`src/rtl/fifo_unload_pkg.sv`:
```
// Shared definitions for the FIFO unload readout: state encoding, frame codes and widths.
// Latency: n/a (package only).
// Backpressure: n/a (package only).
package fifo_unload_pkg;

  typedef enum logic [1:0] {
    ST_IDLE = 2'd0,
    ST_HDR  = 2'd1,
    ST_DATA = 2'd2,
    ST_TRL  = 2'd3
  } state_t;

  localparam int NCH = 6;   // channels interleaved per sample
  localparam int DW  = 12;  // FIFO data width
  localparam int SW  = 7;   // sample index width
  localparam int CHW = 3;   // channel index width
  localparam int WCW = 11;  // frame word counter width (max 768 words)
  localparam int WDW = 10;  // watchdog width

  localparam logic [3:0]     HDR_CODE = 4'hA;
  localparam logic [3:0]     TRL_CODE = 4'hE;
  localparam logic [WDW-1:0] WD_LIMIT = 10'd1023;
  localparam logic [CHW-1:0] CH_LAST  = CHW'(NCH - 1);

endpackage

```
`src/rtl/fifo_unload_fsm.sv`:
```
// Unloads a channel-interleaved sample FIFO as a header / data / trailer frame.
// Latency: START at cycle 0 -> header on DOUT with DVALID at cycle 2; then one word per cycle.
// Backpressure: single output register, loads only when empty or accepted (DREADY); pops stall with it.
//
// Ports:
//   CLK, RST            clock, asynchronous active-high reset
//   START, SAMP_MAX     readout request and last sample index (latched on accepted START)
//   FIFO_EMPTY/DATA     first-word-fall-through FIFO head; RDENA pops one word per high cycle
//   DOUT/DVALID/DREADY  registered output word with valid/ready handshake; LAST marks the trailer
//   BUSY                readout in progress or output word still pending
//   ERR                 one-cycle pulse when the FIFO stays empty too long mid-frame
module fifo_unload_fsm
  import fifo_unload_pkg::*;
(
  input  logic          CLK,
  input  logic          RST,
  input  logic          START,
  input  logic [SW-1:0] SAMP_MAX,
  input  logic          FIFO_EMPTY,
  input  logic [DW-1:0] FIFO_DATA,
  output logic          RDENA,
  output logic [15:0]   DOUT,
  output logic          DVALID,
  input  logic          DREADY,
  output logic          LAST,
  output logic          BUSY,
  output logic          ERR
);

  state_t         state, state_nxt;
  logic [SW-1:0]  smax;
  logic [SW-1:0]  sample;
  logic [CHW-1:0] ch;
  logic [WCW-1:0] wcnt;
  logic [WDW-1:0] wd_cnt;
  logic           errflag;
  logic           err_q;

  logic           slot_free;
  logic           pop;
  logic           wd_hit;
  logic           load;
  logic           load_last;
  logic [15:0]    load_dat;

  // The output register can take a new word when it is empty or being drained this cycle.
  assign slot_free = !DVALID || DREADY;

  always_ff @(posedge CLK or posedge RST) begin
    if (RST) state <= ST_IDLE;
    else     state <= state_nxt;
  end

  always_comb begin
    state_nxt = state;
    pop       = 1'b0;
    wd_hit    = 1'b0;
    load      = 1'b0;
    load_last = 1'b0;
    load_dat  = '0;
    unique case (state)
      ST_IDLE: begin
        if (START) state_nxt = ST_HDR;
      end
      ST_HDR: begin
        if (slot_free) begin
          load      = 1'b1;
          load_dat  = {HDR_CODE, 5'b0, smax};
          state_nxt = ST_DATA;
        end
      end
      ST_DATA: begin
        if (slot_free && !FIFO_EMPTY) begin
          pop      = 1'b1;
          load     = 1'b1;
          load_dat = {1'b0, ch, FIFO_DATA};
          if (ch == CH_LAST && sample == smax) state_nxt = ST_TRL;
        end else if (FIFO_EMPTY && wd_cnt == WD_LIMIT - 10'd1) begin
          // This empty cycle takes the watchdog to its limit: abandon data, close the frame.
          wd_hit    = 1'b1;
          state_nxt = ST_TRL;
        end
      end
      ST_TRL: begin
        if (slot_free) begin
          load      = 1'b1;
          load_last = 1'b1;
          load_dat  = {TRL_CODE, errflag, wcnt};
          state_nxt = ST_IDLE;
        end
      end
      default: state_nxt = ST_IDLE;
    endcase
  end

  always_ff @(posedge CLK or posedge RST) begin
    if (RST) begin
      smax    <= '0;
      sample  <= '0;
      ch      <= '0;
      wcnt    <= '0;
      wd_cnt  <= '0;
      errflag <= 1'b0;
      err_q   <= 1'b0;
      DOUT    <= '0;
      DVALID  <= 1'b0;
      LAST    <= 1'b0;
    end else begin
      err_q <= wd_hit;

      if (state == ST_IDLE && START) begin
        smax    <= SAMP_MAX;
        sample  <= '0;
        ch      <= '0;
        wcnt    <= '0;
        wd_cnt  <= '0;
        errflag <= 1'b0;
      end

      if (pop) begin
        wcnt   <= wcnt + 11'd1;
        wd_cnt <= '0;
        if (ch == CH_LAST) begin
          ch     <= '0;
          sample <= sample + 7'd1;
        end else begin
          ch <= ch + 3'd1;
        end
      end else if (state == ST_DATA && FIFO_EMPTY) begin
        wd_cnt <= wd_cnt + 10'd1;
      end

      if (wd_hit) errflag <= 1'b1;

      // A free slot with nothing to load drops DVALID; a stalled slot holds everything.
      if (slot_free) begin
        DVALID <= load;
        if (load) begin
          DOUT <= load_dat;
          LAST <= load_last;
        end
      end
    end
  end

  assign RDENA = pop;
  assign ERR   = err_q;
  assign BUSY  = (state != ST_IDLE) || DVALID;

endmodule

```
`config.mk`:
```
export PLATFORM = sky130hd
export DESIGN_NAME = fifo_unload_fsm
export DESIGN_NICKNAME = d
export VERILOG_FILES = /design/src/rtl/fifo_unload_pkg.sv /design/src/rtl/fifo_unload_fsm.sv
export SDC_FILE = /design/constraint.sdc
export NUM_CORES = 1
export LEC_CHECK = 0
export CAP_MARGIN = 20
export CORE_MARGIN = 10
export CORE_UTILIZATION = 43
export CTS_BUF_LIST = sky130_fd_sc_hd__clkbuf_16
export CTS_CLUSTER_SIZE = 14
export DETAILED_ROUTE_END_ITERATION = 8
export HOLD_SLACK_MARGIN = 0.03
export PLACE_DENSITY = 0.77
export SLEW_MARGIN = 30
export SYNTH_ARGS = -nofsm -noshare
export SYNTH_HDL_FRONTEND = slang
export SYNTH_SLANG_ARGS = --single-unit
```
`constraint.sdc`:
```
create_clock -name CLK -period 2.5 [get_ports CLK]
set_clock_uncertainty 0.2 [all_clocks]
set_input_delay 0.25 -clock CLK [delete_from_list [all_inputs] [get_ports CLK]]
set_output_delay 0.25 -clock CLK [all_outputs]
set_load 0.01 [all_outputs]
```
======== Word level (Yosys, flattened, before mapping) ========
Index checks and enable logic that the tools add are counted.
word-level totals
  logic and storage cells ................. 73
  bits in registers ....................... 60
  output and inout bits ................... 21
  bits of input ports ..................... 24
operators by class
  $add $sub $neg .......................... 4
  multiplexer cells ....................... 30
  eq/ne operators ......................... 11
  reductions and logical operators ........ 17
operators by type and width
  operator                                        count
  case mux 16 bit (3 select lines)                1
  two-way mux 10 bit                              3
  two-way mux 11 bit                              2
  two-way mux 7 bit                               3
  two-way mux 15 bit                              1
  two-way mux 2 bit                               6
  adder 11 x 1 -> 11 bit (second input constant)  1
  adder 10 x 1 -> 10 bit (second input constant)  1
  == test 10 bit (second input constant)          1
  two-way mux 1 bit                               9
  two-way mux 3 bit                               3
  case mux 2 bit (4 select lines)                 1
  adder 7 x 1 -> 7 bit (second input constant)    1
  == test 7 bit                                   1
  inequality test 2 bit (second input constant)   3
  inequality test 3 bit (second input constant)   2
  nonzero test 2 bit                              3
  logical AND 1 bit                               5
  AND reduction 5 bit                             1
  == test 2 bit (second input constant)           2
  adder 3 x 1 -> 3 bit (second input constant)    1
  == test 3 bit (second input constant)           1
  nonzero test 3 bit                              1
  == test 2 x 1 -> 1 bit (second input constant)  1
  other kinds (6)                                 8

======== Logic depth before layout (Yosys ltp) ========
  depth in word-level cells ............... 6
  gate-level depth with buffers ........... 9
  depth with buffers taken out ............ 7

======== Least setup slack after synthesis ========
OpenSTA, ideal clock, no wires.
  path type ............................... register to register
  from .................................... register state[0]
  to ...................................... register ch[1]
  setup slack ............................. 619 ps
  period minus slack after synthesis ...... 1881 ps
  data required time ...................... 2175 ps
  cell stages (with the launch flop) ...... 8
  path buffers ............................ 1
  library setup time ...................... 125 ps
  arrival ................................. 1556 ps
  cell sequence ........................... dfrtp_1 > inv_1 > ha_1 > buf_4 > inv_1 > o31ai_4 > o21ai_1 > mux2_2
on the way
  word-level cells in the longest chain between the ends .. 3
  elaborated cells between the ends (all ways) .. 6
  classes of those cells .................. eq/ne: 1; mux: 2; reduce/logical: 3
ends and longest elaborated chain
  what                                                            line                                           RTL
  start, declared                                                 fifo_unload_fsm.sv:30                          state_t state, state_nxt;
  start signal, assigned                                          fifo_unload_fsm.sv:51                          else state <= state_nxt;
  == test 2 bit / zero test 2 bit (equally long branches)         fifo_unload_fsm.sv:61, fifo_unload_fsm.sv:111
  two-way mux 1 bit / logical AND 1 bit (equally long branches)   fifo_unload_fsm.sv:61, fifo_unload_fsm.sv:111
  two-way mux 3 bit / nonzero test 2 bit (equally long branches)  -
  end signal, assigned                                            fifo_unload_fsm.sv:127                         ch <= ch + 3'd1;
  end, declared                                                   fifo_unload_fsm.sv:33                          logic [CHW-1:0] ch;
Several ways; a longest one is shown, not always the timed one.
A chain may end at the register's enable or synchronous reset.

======== Worst setup path in the final report ========
  from .................................... register state[0]
  to ...................................... output RDENA
on the way
  word-level cells in the longest chain between the ends .. 2
ends and longest elaborated chain
  what               line                   RTL
  == test 2 bit      fifo_unload_fsm.sv:61  unique case (state)
  two-way mux 1 bit  fifo_unload_fsm.sv:61
  end, declared      fifo_unload_fsm.sv:21  output logic RDENA,
Every way passes these cells.

==> Implementation_results.wiki <==
{| class="wikitable"
! Metric !! Value
|-
| Average wire length per cell after detail routing || 15.9 um
|-
| Proportion of synthesized chip area in sequential cells || 49.2%
|-
| Clk sink count || 60
|-
| Later-pin clock latency in the skew report || 0.32 ns
|-
| Maximum ir drop on the vdd rail || 0.403 mV
|-
| Ys async rst share || 100%
|-
| Post-Synthesis Mean Instance Area || 10.2 um2
|-
| Category of the most critical setup path || register to output port
|-
| Via density || 5.56
|-
| CTS clock-pin slew for the worst setup and hold paths || 0.05 ns
|-
| Number of H-tree branching levels || 3
|-
| Cells along the critical path || inv_1, ha_4, nand3_4, inv_4, clkdlybuf4s50_1
|-
| Final net count || 382
|-
| Area fraction in compound gates after synthesis || 20.2%
|-
| Routed wire length || 7.17 mm
|-
| Dominant cell by count in the synthesized netlist || dfrtp_1
|-
| Syn Nets || 332
|-
| Cell with the largest stage delay on the worst path || clkdlybuf4s50_1
|-
| Drt drc || 0
|-
| Final Cycle Share || 95.7%
|-
| Setup bufs post-CTS || 0
|-
| Final RePlAce weighted congestion || 0.813
|-
| Dpl cells || 434
|-
| Final Slew Violations || 0
|-
| Final critical path time including I/O delays and setup || 2.39 ns
|-
| Total I/O pin count || 45
|-
| Endpoint arrival time on the critical path || 1.94 ns
|-
| Root Buffer || clkbuf_16
|-
| Number of enable-type register cells in the synthesized netlist || 0
|-
| Number of DRC markers after the initial detailed-route iteration || 107
|-
| Largest net degree at the start of global routing || 25
|-
| Top cell type's share of synthesized area || 49.2%
|-
| Unrepaired setup endpoints after global routing || false
|-
| Initial core utilization || 44.7%
|-
| DIE WIDTH || 104 um
|-
| Critical path's top delay family || buffers and inverters
|-
| Sum of negative setup slack || 0 ns
|-
| Pre-antenna DRT Iters || 5
|-
| Area contributors post-synth || dfrtp_1 (49%), o21ai_0 (5.2%), ha_1 (3.7%), a21oi_1 (3.0%), mux2_2 (3.0%)
|-
| Main combinational cell family by area after synthesis || compound AO/OA/AOI/OAI gates
|-
| Post-synthesis share of cell area spent on full adders, half adders and majority gates || 3.69%
|-
| Fraction of final layout cells with drive strength greater than 1 || 13.3%
|-
| Post-synthesis instance area || 3050 um2
|-
| Core area || 6830 um2
|-
| Leakage power summed over all cells || 1.68 nW
|-
| Critical-path maximum fanout || 13
|-
| Bufs and invs on worst path || 3
|-
| Distinct cell type count after synthesis || 54
|-
| Routed vias || 2,501
|-
| Headroom to the max-slew limit || 64.9%
|-
| Multiplexer share of the synthesized area || 4.10%
|-
| Diodes inserted || 0
|-
| Switching part of the total || 36.3%
|-
| Hold Path Class || input pin to asynchronous set/reset pin
|-
| Yosys top cell by area || dfrtp_1
|-
| Clock group share of total power || 23.9%
|-
| Data required time at the worst endpoint || 2.05 ns
|-
| Result of the run || completed
|-
| CP startpoint kind || register
|-
| Fillcell total || 626
|-
| Footprint of the multi-input gates || 1450 um2
|-
| Post-layout instance count excluding filler cells || 450
|-
| Die ar. || 10,900 um2
|-
| Most used DFF post-synth || dfrtp_1
|-
| Hold Violations, Final || 0
|-
| Wire length of the first global-routing pass || 12.1 mm
|-
| Clock tree from TritonCTS || built
|-
| Global router's overall resource usage || 13.3%
|-
| Total area of sequential cells || 1500 um2
|-
| Max cap viols || 0
|-
| Slew at the pin closest to its max-slew limit || 0.526 ns
|-
| XOR/XNOR share of the synthesized area || 2.30%
|-
| Power per Cell Area || 1120 nW/um2
|-
| Total CTS buffers || 9
|-
| Sequential fraction of design power || 34.4%
|-
| Type of destination of the critical path || output port
|-
| Number of standard-cell rows in the floorplan || 30
|-
| Peak per-stage delay on the critical path || 0.57 ns
|-
| Number of synthesized register bits || 60
|-
| Number of endpoints failing setup at the final stage || 0
|-
| Detail Placement HPWL || 5.20 mm
|-
| Maximum clock frequency || 0.418 GHz
|-
| CTS max path bufs || 2
|-
| Power share of the combinational group || 41.6%
|-
| Global-route congestion overflow total || 0
|-
| Net switching component of the power || 1.57 mW
|-
| Port buffer count || 44
|-
| Internal || 2.76 mW
|-
| Commonest cells in the netlist || dfrtp_1 (60), o21ai_0 (32), nor2_1 (23)
|-
| Area Overhead vs Synth || 27.3%
|-
| Cell count after synthesis || 299
|-
| Number of antenna violations at the first check in global routing || 0
|-
| Die outline height || 104 um
|-
| Synth warn || 0
|-
| ANT nets after route || 0
|-
| Simple-gate area share of the yosys netlist || 16.5%
|-
| Vias in the first global route || 2,479
|}
## per-layer routing
layer	track usage [%]	vias to the layer above	share of wire (%)
met4	6.16	0	0.89
li1	-	1198	-
met5	0	-	0
met3	2.85	6	4.5
met1	16.3	1233	44
met2	21.8	64	51
## registers in the layout, indices dropped and copies added, names as in the netlist
signal	flops
smax	7
state	2
wd_cnt	10
DOUT	16
errflag	1
wcnt	11
LAST	1
sample	7
ch	3
DVALID	1
ERR	1
## power groups by stage
stage / Sequential, mW / Clock [mW] / Combinational [mW]
after floorplan: 1.52 / 0 / 1.09
after global placement: 1.49 / 0 / 1.75
after detailed placement: 1.50 / 0 / 1.80
after CTS: 1.49 / 1.06 / 1.81
after global routing: 1.53 / 1.10 / 1.99
final: 1.49 / 1.04 / 1.81
## placed cells by master, fill, tap and decap left out, types with 3 or more instances in the layout
| cell type | count |
|---|---|
| clkdlybuf4s50_1 | 44 |
| o22ai_1 | 4 |
| inv_1 | 14 |
| nand4_1 | 7 |
| mux2_2 | 8 |
| nor3b_1 | 3 |
| nand3_1 | 14 |
| dfrtp_1 | 60 |
| buf_4 | 7 |
| nand2_1 | 21 |
| a21o_1 | 4 |
| ha_1 | 8 |
| o21ai_1 | 3 |
| o21ai_0 | 32 |
| xnor2_1 | 6 |
| a21oi_1 | 17 |
| o31ai_1 | 5 |
| clkbuf_16 | 9 |
| and3_1 | 5 |
| a22oi_1 | 5 |
| a222oi_1 | 7 |
| nor2_1 | 23 |
| a31oi_1 | 3 |
## timing repair
item,CTS,global route
hold buffers,0,0
resized for setup,1,1
endpoints found under the setup margin,1,1
## path summary, 6_finish.rpt
kind	endpoint	slack, ns	from	depth (start not counted)
max	RDENA	0.11	state[0]	5
min	sample[5]	0.09	RST	2
max reg2reg	state[1]	0.33	state[1]	7
min reg2reg	wd_cnt[9]	0.29	wd_cnt[9]	1
max in group asynchronous	wd_cnt[4]	1.41	RST	3
min in group CLK	wd_cnt[9]	0.29	wd_cnt[9]	1
## cells by family (layout without fill, tap and decap cells)
| group | Yosys count | count (layout) |
|---|---|---|
| DFF | 60 | 60 |
| and+or+nand+nor | 92 | 92 |
| adders and majority gates | 9 | 9 |
| buffers and inverters | 26 | 81 |
| AOI/OAI and AO/OA | 93 | 93 |
| xor gates and xnor gates | 8 | 8 |
| muxes | 11 | 11 |
## final cells by class
type                    instances  area share (%)
flip-flops and latches         60            38.6
multi-input cells             213            37.2
repair buffers                 52            13.2
clock buffers                   9            5.80
well taps                      96            3.09
inverters                      13            1.32
clock inverters                 7           0.741
## per-stage QoR
stage / total power, mW / util, % / hold slack, ns / area [um2] / worst slack [ns]
6_report: 4.34 / 56.9 / 0.0906 / 3880 / 0.108
3_3_place_gp: 3.24 / 53.0 / 0.267 / 3620 / 0.262
4_1_cts: 4.36 / 56.7 / 0.106 / 3870 / 0.0258
3_5_place_dp: 3.30 / 53.0 / 0.288 / 3620 / 0.230
2_1_floorplan: 2.60 / - / 0.201 / 3050 / 0.565
5_1_grt: 4.62 / 56.9 / 0.139 / 3880 / 0.000701
(Power assumes the default switching activity.)
